<file path="src/rtl/sap_core.sv">
// sap_core: parametrised multi-cycle accumulator CPU with internal program/data
// RAM, carry/zero flags, conditional jumps and an external RAM load port.
module sap_core #(
  parameter int WIDTH         = 8,
  parameter int INSTR_SIZE    = 4,
  parameter int ADDRESS_WIDTH = WIDTH - INSTR_SIZE,
  parameter int LED_COUNT     = 5
) (
  input  logic                     clk,
  input  logic                     rst,
  input  logic                     prog_we,
  input  logic [ADDRESS_WIDTH-1:0] prog_addr,
  input  logic [WIDTH-1:0]         prog_data,
  output logic [LED_COUNT-1:0]     leds,
  output logic                     out_valid,
  output logic                     halted,
  output logic                     flag_c,
  output logic                     flag_z
);

  localparam int DEPTH = 2 ** ADDRESS_WIDTH;

  localparam logic [INSTR_SIZE-1:0] OP_LDA = INSTR_SIZE'(4'b0001);
  localparam logic [INSTR_SIZE-1:0] OP_ADD = INSTR_SIZE'(4'b0010);
  localparam logic [INSTR_SIZE-1:0] OP_SUB = INSTR_SIZE'(4'b0011);
  localparam logic [INSTR_SIZE-1:0] OP_STA = INSTR_SIZE'(4'b0100);
  localparam logic [INSTR_SIZE-1:0] OP_LDI = INSTR_SIZE'(4'b0111);
  localparam logic [INSTR_SIZE-1:0] OP_JZ  = INSTR_SIZE'(4'b1000);
  localparam logic [INSTR_SIZE-1:0] OP_JMP = INSTR_SIZE'(4'b1100);
  localparam logic [INSTR_SIZE-1:0] OP_JC  = INSTR_SIZE'(4'b1101);
  localparam logic [INSTR_SIZE-1:0] OP_OUT = INSTR_SIZE'(4'b1110);
  localparam logic [INSTR_SIZE-1:0] OP_HLT = INSTR_SIZE'(4'b1111);

  typedef enum logic [2:0] {
    T1 = 3'd0,
    T2 = 3'd1,
    T3 = 3'd2,
    T4 = 3'd3,
    T5 = 3'd4
  } stage_t;

  // SUB is A + ~B + 1, so carry-out set means no borrow
  function automatic logic [WIDTH:0] alu_calc(input logic [WIDTH-1:0] a,
                                              input logic [WIDTH-1:0] b,
                                              input logic             sub);
    logic [WIDTH-1:0] b_op;
    b_op = sub ? ~b : b;
    return {1'b0, a} + {1'b0, b_op} + (WIDTH+1)'(sub);
  endfunction

  function automatic logic is_zero(input logic [WIDTH-1:0] v);
    return (v == {WIDTH{1'b0}});
  endfunction

  logic [WIDTH-1:0]         mem_q [DEPTH];

  logic [ADDRESS_WIDTH-1:0] pc_q, pc_d;
  logic [ADDRESS_WIDTH-1:0] mar_q, mar_d;
  logic [WIDTH-1:0]         ir_q, ir_d;
  logic [WIDTH-1:0]         a_q, a_d;
  logic [WIDTH-1:0]         b_q, b_d;
  logic                     c_q, c_d;
  logic                     z_q, z_d;
  stage_t                   stage_q, stage_d;
  logic [LED_COUNT-1:0]     leds_q, leds_d;
  logic                     out_valid_q, out_valid_d;
  logic                     halted_q, halted_d;

  logic                     core_we_s;
  logic                     mem_we_s;
  logic [ADDRESS_WIDTH-1:0] mem_addr_s;
  logic [WIDTH-1:0]         mem_wdata_s;
  logic [WIDTH-1:0]         rd_data_s;
  logic [INSTR_SIZE-1:0]    opcode_s;
  logic [ADDRESS_WIDTH-1:0] operand_s;
  logic [WIDTH:0]           alu_s;

  assign opcode_s  = ir_q[WIDTH-1 -: INSTR_SIZE];
  assign operand_s = ir_q[ADDRESS_WIDTH-1:0];
  assign rd_data_s = mem_q[mar_q];
  assign alu_s     = alu_calc(a_q, b_q, opcode_s == OP_SUB);

  // Next-state logic for the fetch/execute sequencer
  always_comb begin
    pc_d        = pc_q;
    mar_d       = mar_q;
    ir_d        = ir_q;
    a_d         = a_q;
    b_d         = b_q;
    c_d         = c_q;
    z_d         = z_q;
    stage_d     = stage_q;
    leds_d      = leds_q;
    out_valid_d = 1'b0;
    halted_d    = halted_q;
    core_we_s   = 1'b0;
    if (!halted_q) begin
      case (stage_q)
        T1: begin
          mar_d   = pc_q;
          stage_d = T2;
        end
        T2: begin
          ir_d    = rd_data_s;
          pc_d    = pc_q + ADDRESS_WIDTH'(1);
          stage_d = T3;
        end
        T3: begin
          stage_d = T1;
          case (opcode_s)
            OP_LDI: a_d = WIDTH'(operand_s);
            OP_JMP: pc_d = operand_s;
            OP_JZ: begin
              if (z_q) begin
                pc_d = operand_s;
              end else begin
                pc_d = pc_q;
              end
            end
            OP_JC: begin
              if (c_q) begin
                pc_d = operand_s;
              end else begin
                pc_d = pc_q;
              end
            end
            OP_OUT: begin
              leds_d      = LED_COUNT'(a_q);
              out_valid_d = 1'b1;
            end
            OP_HLT: begin
              halted_d = 1'b1;
              stage_d  = T3;
            end
            OP_LDA, OP_STA, OP_ADD, OP_SUB: begin
              mar_d   = operand_s;
              stage_d = T4;
            end
            default: stage_d = T1;
          endcase
        end
        T4: begin
          stage_d = T1;
          case (opcode_s)
            OP_LDA: a_d = rd_data_s;
            OP_STA: core_we_s = 1'b1;
            OP_ADD, OP_SUB: begin
              b_d     = rd_data_s;
              stage_d = T5;
            end
            default: stage_d = T1;
          endcase
        end
        T5: begin
          a_d     = alu_s[WIDTH-1:0];
          c_d     = alu_s[WIDTH];
          z_d     = is_zero(alu_s[WIDTH-1:0]);
          stage_d = T1;
        end
        default: stage_d = T1;
      endcase
    end else begin
      stage_d = stage_q;
    end
  end

  // Core state registers with synchronous reset
  always_ff @(posedge clk) begin
    if (rst) begin
      pc_q        <= {ADDRESS_WIDTH{1'b0}};
      mar_q       <= {ADDRESS_WIDTH{1'b0}};
      ir_q        <= {WIDTH{1'b0}};
      a_q         <= {WIDTH{1'b0}};
      b_q         <= {WIDTH{1'b0}};
      c_q         <= 1'b0;
      z_q         <= 1'b0;
      stage_q     <= T1;
      leds_q      <= {LED_COUNT{1'b0}};
      out_valid_q <= 1'b0;
      halted_q    <= 1'b0;
    end else begin
      pc_q        <= pc_d;
      mar_q       <= mar_d;
      ir_q        <= ir_d;
      a_q         <= a_d;
      b_q         <= b_d;
      c_q         <= c_d;
      z_q         <= z_d;
      stage_q     <= stage_d;
      leds_q      <= leds_d;
      out_valid_q <= out_valid_d;
      halted_q    <= halted_d;
    end
  end

  // RAM port ownership: loader while in reset or halted, core otherwise
  always_comb begin
    if (rst || halted_q) begin
      mem_we_s    = prog_we;
      mem_addr_s  = prog_addr;
      mem_wdata_s = prog_data;
    end else begin
      mem_we_s    = core_we_s;
      mem_addr_s  = mar_q;
      mem_wdata_s = a_q;
    end
  end

  // RAM write port; contents survive reset
  always_ff @(posedge clk) begin
    if (mem_we_s) begin
      mem_q[mem_addr_s] <= mem_wdata_s;
    end
  end

  assign leds      = leds_q;
  assign out_valid = out_valid_q;
  assign halted    = halted_q;
  assign flag_c    = c_q;
  assign flag_z    = z_q;

endmodule

</file>
<file path="config.mk">
export PLATFORM = sky130hd
export DESIGN_NAME = sap_core
export DESIGN_NICKNAME = d
export VERILOG_FILES = /design/src/rtl/sap_core.sv
export SDC_FILE = /design/constraint.sdc
export NUM_CORES = 1
export LEC_CHECK = 0
export ABC_AREA = 1
export CAP_MARGIN = 10
export CORE_MARGIN = 8
export CORE_UTILIZATION = 53
export DETAILED_ROUTE_END_ITERATION = 12
export PLACE_DENSITY = 0.7
export SLEW_MARGIN = 20
export SYNTH_ARGS = -nofsm -noshare
export SYNTH_HDL_FRONTEND = slang
export SYNTH_SLANG_ARGS = --single-unit
</file>
<file path="constraint.sdc">
create_clock -name clk -period 2.7 [get_ports clk]
set_input_delay 0.27 -clock clk [delete_from_list [all_inputs] [get_ports clk]]
set_output_delay 0.27 -clock clk [all_outputs]
set_load 0.01 [all_outputs]
</file>
# [After elaboration in Yosys (flattened, before gate mapping)]
# Memories as Yosys holds them, arrays and structs flattened. A register that Yosys moved wholly into a read port is not among the register bits.
# Cells that the tools add are included.
[word_totals] reg_bits=44 ramBits=128 inputBits=15 output_inout_bits=9 elab_cells=81 n_memories=1
[op_classes] add_sub_neg=3 eq_ne=20 mux=27 bitwise_logic=3 reduce_logical=16
[memory_table] name="mem_q" words=16 word_bits=8 read_ports=1 rd_ports_with_merged_regs=1 write_ports=1 line="55" source="logic [WIDTH-1:0] mem_q [DEPTH];"
[op_table] operator="$mux W8" n=4
[op_table] operator="$mux W4" n=6
[op_table] operator="$pmux W8 S3" n=1
[op_table] operator="$eq A4 B4 Y1 const B" n=5
[op_table] operator="$pmux W4 S2" n=2
[op_table] operator="$pmux W3 S4" n=1
[op_table] operator="$pmux W4 S3" n=1
[op_table] operator="$mux W1" n=10
[op_table] operator="$add A8 B8 Y9" n=1
[op_table] operator="$add A9 B1 Y9" n=1
[op_table] operator="$reduce_and A3 Y1" n=3
[op_table] operator="$eq A4 B2 Y1 const B" n=2
[op_table] operator="$eq A4 B3 Y1 const B" n=2
[op_table] operator="$logic_not A8 Y1" n=1
[op_table] operator="$not A8 Y8" n=1
[op_table] operator="$eq A3 B2 Y1 const B" n=2
[op_table] operator="$ne A2 B1 Y1 const B" n=3
[op_table] operator="$ne A3 B3 Y1 const B" n=2
[op_table] operator="$reduce_and A5 Y1" n=1
[op_table] operator="$add A4 B1 Y4 const B" n=1
[op_table] operator="$eq A4 B1 Y1 const B" n=1
[op_table] operator="$ne A4 B2 Y1 const B" n=1
[op_table] operator="$pmux W2 S2" n=1
[op_table] operator="$reduce_and A2 Y1" n=2
[op_table] operator="other kinds (12)" n=14

# [Longest topological paths before layout]
# Gate-level depths: netlist (run 1).
[depth] word_depth=7 ltp_mapped=17 mapped_depth_nobuf=17

# [Worst setup path before layout (run 1)]
# Ideal clock, no wire load.
[synth_timing] kind="reg-to-reg" start="register ir_q[4]" end="register z_q (netlist: flag_z)" setup_time_ns=0.070 arrival_ns=2.018 t_required_ns=2.630 slack_ns=0.611 stages_incl_launch_ff=15 n_path_buf=0 period_less_slack_ns=2.089 cell_sequence="dfxtp_1 nand2_2 inv_2 nand2_4 xor2_1 inv_1 fa_1 nand3_1 nor2_1 nand2_1 nor2_1 nand3_1 nor2_1 nand2_1 a21oi_1"
[synth_between] elab_chain_len=5
[synth_rtl] item="start, declared" line="59" source="logic [WIDTH-1:0] ir_q, ir_d;"
[synth_rtl] item="start signal, assigned" line="172" source="ir_q <= {WIDTH{1'b0}};"
[synth_rtl] item="start signal, assigned" line="184" source="ir_q <= ir_d;"
[synth_rtl] item="$eq A4 B2 Y1 *" line="81" source="assign alu_s = alu_calc(a_q, b_q, opcode_s == OP_SUB);"
[synth_rtl] item="$mux W8" line="47" source="b_op = sub ? ~b : b;"
[synth_rtl] item="$add A8 B8 Y9" line="48" source="return {1'b0, a} + {1'b0, b_op} + (WIDTH+1)'(sub);"
[synth_rtl] item="$add A9 B1 Y9 *" line="48"
[synth_rtl] item="$logic_not A8 Y1 *" line="52" source="return (v == {WIDTH{1'b0}});"
[synth_rtl] item="end signal, assigned" line="188" source="z_q <= z_d;"
[synth_rtl] item="end, declared" line="63" source="logic z_q, z_d;"
# Every way passes the cells marked *; elsewhere a longest branch is shown, timed or not.
# A chain may end at the register's enable or synchronous reset.

# [Worst setup path in the final report (run 1)]
[layout_timing] start="register ir_q[4]" end="register a_q[7]"
[layout_between] elab_chain_len=5 elab_cells_between_ends=10 cone_classes="add/sub: 2; eq/ne: 5; mux: 2; reduce/logical: 1"
[layout_rtl] item="$eq A4 B2 Y1" line="81"
[layout_rtl] item="$mux W8" line="47"
[layout_rtl] item="$add A8 B8 Y9" line="48"
[layout_rtl] item="$add A9 B1 Y9" line="48"
[layout_rtl] item="$pmux W8 S3" line="98" source="case (stage_q)"
[layout_rtl] item="end signal, assigned" line="173" source="a_q <= {WIDTH{1'b0}};"
[layout_rtl] item="end, declared" line="60" source="logic [WIDTH-1:0] a_q, a_d;"
# Several ways; a longest one is shown, not always the timed one.

==> flow_summary.toml, run 1 <==
[timing]
worstMarginPinSlew_ps = 711
drv_slew = 0
setup_tns_ps = 0
period_needed_ps = 2310
finClkSkew_ps = 10.2
rsz0062_at_grt = "false"
period_share = 0.855
setup_viol = 0
slew_headroom = 0.526
finalHoldViolations = 0
whs_ps = 496
fmax_mhz = 433

[clock_network]
cts.repair.resized = 0
postCtsHoldBufs = 0
clk_latency_ps = 420
cts_root_buf = "clkbuf_16"
cts_max_level = 4
post-cts-setup-buffers = 0
clk_pin_slew_worst_paths_ps = 70
cts_sinks = 176
cts-buffers-inserted = 17
clockBufferDepth = 2
cts_tree = "yes"

[yosys]
syn_nets = 853
ys_seq_area_frac = 0.603
syn-cell-area_um2 = 7960
yosysUniqueCellTypes = 36
yosys_register_bits = 176
yosysWarnings = 0
synthCells = 829
syn_area_per_cell_um2 = 9.60

[cells_and_area]
diodes = 0
design_area_um2 = 9030
fin_util = 0.605
drive_above_1_share = 0.108
nets = 893
area_delta_synth_final_pct = 13.5
fillers = 1224

[route]
wl_per_cell_um = 17.7
vias = 6023
avgViaCountPerCell = 5.63
firstDrtPassIters = 5
dr.first_iter.drc_count = 538
drc_errors = 0
routed_wl_um = 18900
drtAntennaViolNets = 0

[critical_path]
crit_path_start = "ir_q[4]"
required_ps = 3060
crit_top_cell = "nand2_1"
cp.arrival_ps = 2670
path_delay_family = "simple AND/OR/NAND/NOR gates"
cp_max_fo = 8
crit_buf_inv = 1
cp_cell_sequence = "nand2_2 > inv_2 > nand2_4 > xor2_1 > ha_1 > nand2_1 > nand2_1 > a21oi_1 > nor2_1 > nor2_1 > nand2_1 > nand2_1 > nand3_1 > a21oi_2"
worstSetupPathType = "register to register"
crit_path_top_delay_cell = "dfxtp_1"
worstSetupStartpointType = "register"
reg2reg_slack_ps = 390
end_kind = "register"
worstReg2RegStart = "ir_q[4]"
crit_path_max_incr_delay_ps = 440

[power]
p_clk_frac = 0.336
p_per_area_nw_per_um2 = 717
switching_power_mw = 1.93
leakage_nw = 3.50
intPower_mw = 4.55
comb_power_share = 0.187
swShare = 0.298
ir_drop_mv = 0.564
pwr-share-seq = 0.477

[run]
drv_cap = 0

[floorplanning]
dieArea_um2 = 19200
ios = 24
rows = 45
dieHeight_um = 139
core_area_um2 = 14900
initial_core_util = 0.534
die_w_um = 139

[worst_hold_path]
hold_path_class = "register to register"
worstHoldStart = "mar_q[2]"

[placed_design]
portBuffers = 23
place_congestion = 0.922
place_area_um2 = 8510
dp_hpwl_um = 13000

[run_status]
status = "finished clean"

[global_route]
antenna_found_initial = 0
grtUsageTotal = 0.198
grt_pass1_wl_um = 30300
grt_pass1_vias = 5895
grt-ovfl-total = 0
grt_max_degree = 74
-- per-layer routing --
| layer | track usage | routed length (um) | up-vias |
|---|---|---|---|
| li1 | - | - | 2899 |
| met1 | 0.248 | 8060 | 2820 |
| met2 | 0.319 | 8830 | 260 |
| met3 | 0.0373 | 1230 | 44 |
| met4 | 0.109 | 790 | 0 |
| met5 | 0 | 0 | - |
-- worst min-delay path, delay by kind of cell, from the launching register on --
| family | cells | cell delay, ps |
|---|---|---|
| flops | 1 | 300 |
| compound gates | 1 | 70 |
| buf+inv | 1 | 70 |
-- Yosys cell counts --
library cell / n / area [um^2]
a31oi_1: 2 / 12.5
fa_1: 1 / 20.0
nor3_1: 4 / 20.0
nand4_1: 4 / 25.0
buf_1: 2 / 7.51
o22ai_1: 1 / 6.26
nand3_2: 3 / 30.0
dfxtp_1: 48 / 961
nor3_2: 1 / 10.0
nor2_1: 127 / 477
o21ai_4: 1 / 16.3
inv_1: 89 / 334
xor2_1: 8 / 70.1
ha_1: 8 / 100
nand2_1: 106 / 398
a21oi_1: 51 / 255
a21oi_4: 1 / 16.3
nand3_1: 50 / 250
buf_6: 1 / 11.3
inv_2: 7 / 26.3
o31ai_4: 1 / 21.3
nand2_2: 4 / 25.0
nand2_4: 3 / 33.8
o21ai_0: 96 / 480
nand4_2: 1 / 12.5
edfxtp_1: 128 / 3840
a21oi_2: 3 / 26.3
clkbuf_1: 10 / 37.5
buf_4: 3 / 22.5
o211ai_1: 24 / 180
o21ai_1: 16 / 80.1
nor2_4: 2 / 22.5
clkinv_4: 2 / 17.5
buf_2: 18 / 90.1
nor2_2: 2 / 12.5
o21ai_2: 1 / 8.76
-- state kept, by name (all words and copies together) (netlist names), 3 cells and up, named ones only --
register  flops
a_q           8
b_q           8
mar_q         4
pc_q          4
mem_q       128
leds          5
ir_q          8
stage_q       3
-- power groups by stage --
stage / Clock (mW) / Sequential (mW) / Combinational, mW
2_1_floorplan: 0 / 3.12 / 0.838
3_3_place_gp: 0 / 3.14 / 1.17
3_5_place_dp: 0 / 3.15 / 1.19
4_1_cts: 2.22 / 3.09 / 1.20
5_1_grt: 2.30 / 3.10 / 1.34
6_report: 2.18 / 3.09 / 1.21
-- cell type report --
class                      count  area, um^2  area share
tap                          188         235      0.0260
inverter                      98         378      0.0418
timing repair buffer          55         483      0.0535
multi-input combinational    521        2610       0.289
clock buffer                  17         425      0.0471
sequential                   176        4810       0.532
clock inverter                15        96.3      0.0107
-- cells in the final DEF (no fill, tap or decap), types with 2 or more instances in the layout --
| cell type | netlist | layout |
|---|---|---|
| clkbuf_16 | 0 | 17 |
| inv_1 | 89 | 91 |
| edfxtp_1 | 128 | 128 |
| nand2_1 | 106 | 106 |
| nand4_1 | 4 | 4 |
| inv_6 | 0 | 2 |
| o211ai_1 | 24 | 24 |
| inv_2 | 7 | 7 |
| nand2_4 | 3 | 3 |
| nor2_2 | 2 | 2 |
| clkinv_2 | 0 | 5 |
| nor2_1 | 127 | 127 |
| clkdlybuf4s50_1 | 0 | 23 |
| xor2_1 | 8 | 8 |
| nand2_2 | 4 | 4 |
| a31oi_1 | 2 | 2 |
| nor3_1 | 4 | 4 |
| o21ai_1 | 16 | 21 |
| clkinv_4 | 2 | 5 |
| dfxtp_1 | 48 | 47 |
| o21ai_0 | 96 | 91 |
| nand3_2 | 3 | 3 |
| buf_4 | 3 | 31 |
| inv_4 | 0 | 2 |
| a21oi_1 | 51 | 51 |
| a21oi_2 | 3 | 3 |
| ha_1 | 8 | 8 |
| nand3_1 | 50 | 50 |
| nor2_4 | 2 | 2 |
-- logic make-up after synthesis --
family / synth area share
buf+inv: 0.0687
compound gates: 0.139
flops: 0.603
xor+xnor: 0.00880
simple gates: 0.165
fa+ha+maj: 0.0151
-- through the flow --
stage | instances | total power [mW] | setup slack, ps
5_1_grt | 1070 | 6.74 | 148
3_5_place_dp | 1038 | 4.34 | 404
6_report | 1070 | 6.48 | 391
4_1_cts | 1070 | 6.51 | 403
3_3_place_gp | 1038 | 4.31 | 466
2_1_floorplan | 829 | 3.96 | 611
-- final timing paths --
| check | end | cells after the start |
|---|---|---|
| max | a_q[7] | 14 |
| min reg2reg | register | 2 |
| min | register | 2 |
| max reg2reg | a_q[7] | 14 |
No activity file was read; power rests on OpenSTA's default activity.
==> run 2, diff against run 1 <==
--- a/config.mk
+++ b/config.mk
@@ -10,6 +10,7 @@
 export CORE_MARGIN = 8
 export CORE_UTILIZATION = 53
 export DETAILED_ROUTE_END_ITERATION = 12
+export MAX_ROUTING_LAYER = met4
 export PLACE_DENSITY = 0.7
 export SLEW_MARGIN = 20
 export SYNTH_ARGS = -nofsm -noshare
==> flow_summary.toml, run 2 (synthesis gave the netlist of run 1 again) <==
[run_status]
status = "finished clean"

[timing]
worst_slack_ps = 344
period_share = 0.873
finClkSkew_ps = 12.3
period_needed_ps = 2360
fmax_mhz = 424
setup_tns_ps = 0
whs_ps = 494
rsz0062_at_grt = "false"
slew_headroom = 0.512
setup_viol = 0
drv_slew = 0
finalHoldViolations = 0
worstMarginPinSlew_ps = 733

[route]
routed_wl_um = 19100
avgViaCountPerCell = 5.60
dr.first_iter.drc_count = 454
vias = 5986
wl_per_cell_um = 17.9
top_layer_used = "met4"
firstDrtPassIters = 5
drtAntennaViolNets = 0
wl_met1_um = 8260
drc_errors = 0
wl_met3_um = 1150
routed-wl-met2_um = 9110

[global_route]
antenna_found_initial = 0
grtUsageTotal = 0.205
grt_pass1_wl_um = 30100
grt_max_degree = 74
grt-ovfl-total = 0
grt_pass1_vias = 5730

[worst_hold_path]
hold_path_class = "register to register"

[cells_and_area]
register_area_um2 = 4810
regMostFlops = "mem_q"
final_cell_mix = "edfxtp_1, nor2_1, nand2_1"
layout_commonest_cell = "edfxtp_1"
area_delta_synth_final_pct = 14.7
drive_above_1_share = 0.108
diodes = 0
multi_input_area_um2 = 2610
largest_register_ffs = 128
design_area_um2 = 9130
fillers = 1205
nets = 893

[run]
drv_cap = 0

[clock_network]
clk_latency_ps = 430
cts.repair.resized = 0
post-cts-setup-buffers = 0
postCtsHoldBufs = 0
clk_pin_slew_worst_paths_ps = 70
clockBufferDepth = 2
cts_tree = "yes"
cts_sinks = 176
cts-buffers-inserted = 17
cts_max_level = 4
cts_root_buf = "clkbuf_16"

[placed_design]
place_area_um2 = 8510
portBuffers = 23
place_congestion = 0.942
dp_hpwl_um = 12900
dp_slack_ps = 364

[floorplanning]
initial_core_util = 0.534
dieHeight_um = 139
core_area_um2 = 14900
die_w_um = 139
ios = 24
rows = 45
dieArea_um2 = 19200

[power]
total_power_mw = 6.86
p_per_area_nw_per_um2 = 752
ir_drop_mv = 0.529
leakage_nw = 3.52

[critical_path]
end_kind = "register"
reg2reg_slack_ps = 340
worstSetupStartpointType = "register"
cp.arrival_ps = 2710
worstSetupPathType = "register to register"
cp_max_fo = 8
required_ps = 3050
-- run 2: cell types whose count changed in the layout (fill, tap and decap cells not counted) --
cell and change:
bufinv_16 +4, clkinv_2 -3, clkinvlp_4 +2, inv_1 -2, inv_4 -2, clkbuf_1 +1
clkinv_4 -1
-- run 2: report_power, final --
group | internal [mW] | switching, mW
logic | 0.364 | 0.853
registers | 3.01 | 0.0757
clock network | 1.55 | 1.01
-- run 2: path summary, 6_finish.rpt --
kind,from,end,cells after the start
min reg2reg,mar_q[2],register,2
max,ir_q[4],flag_z,14
min,mar_q[2],register,2
max reg2reg,ir_q[4],flag_z,14
-- run 2: final cells by class --
class,count,area share
Inverter,98,0.0414
Sequential cell,176,0.526
Clock buffer,18,0.0470
Timing Repair Buffer,55,0.0529
Multi-Input combinational cell,521,0.286
Tap cell,188,0.0258
Clock inverter,13,0.0206
-- run 2: worst max-delay path, stage by stage, from the launching register on --
cell and delay (ps):
dfxtp_1 440, nand2_2 120, inv_2 90, nand2_4 100
xor2_1 230, inv_1 90, fa_1 540, nand3_1 80
nor2_1 80, nand2_1 50, nor2_1 100, nand3_1 80
nor2_1 110, nand2_1 60, a21oi_1 110
-- run 2: metrics by stage --
step	utilization	std cells
2_1_floorplan	-	829
3_5_place_dp	0.570	1038
5_1_grt	0.612	1069
4_1_cts	0.612	1069
3_3_place_gp	0.570	1038
6_report	0.612	1069
-- run 2: routing by layer --
metal	track usage	vias up
met5	-	-
met4	0.0881	0
met3	0.0404	41
met2	0.325	225
met1	0.251	2827
li1	-	2893
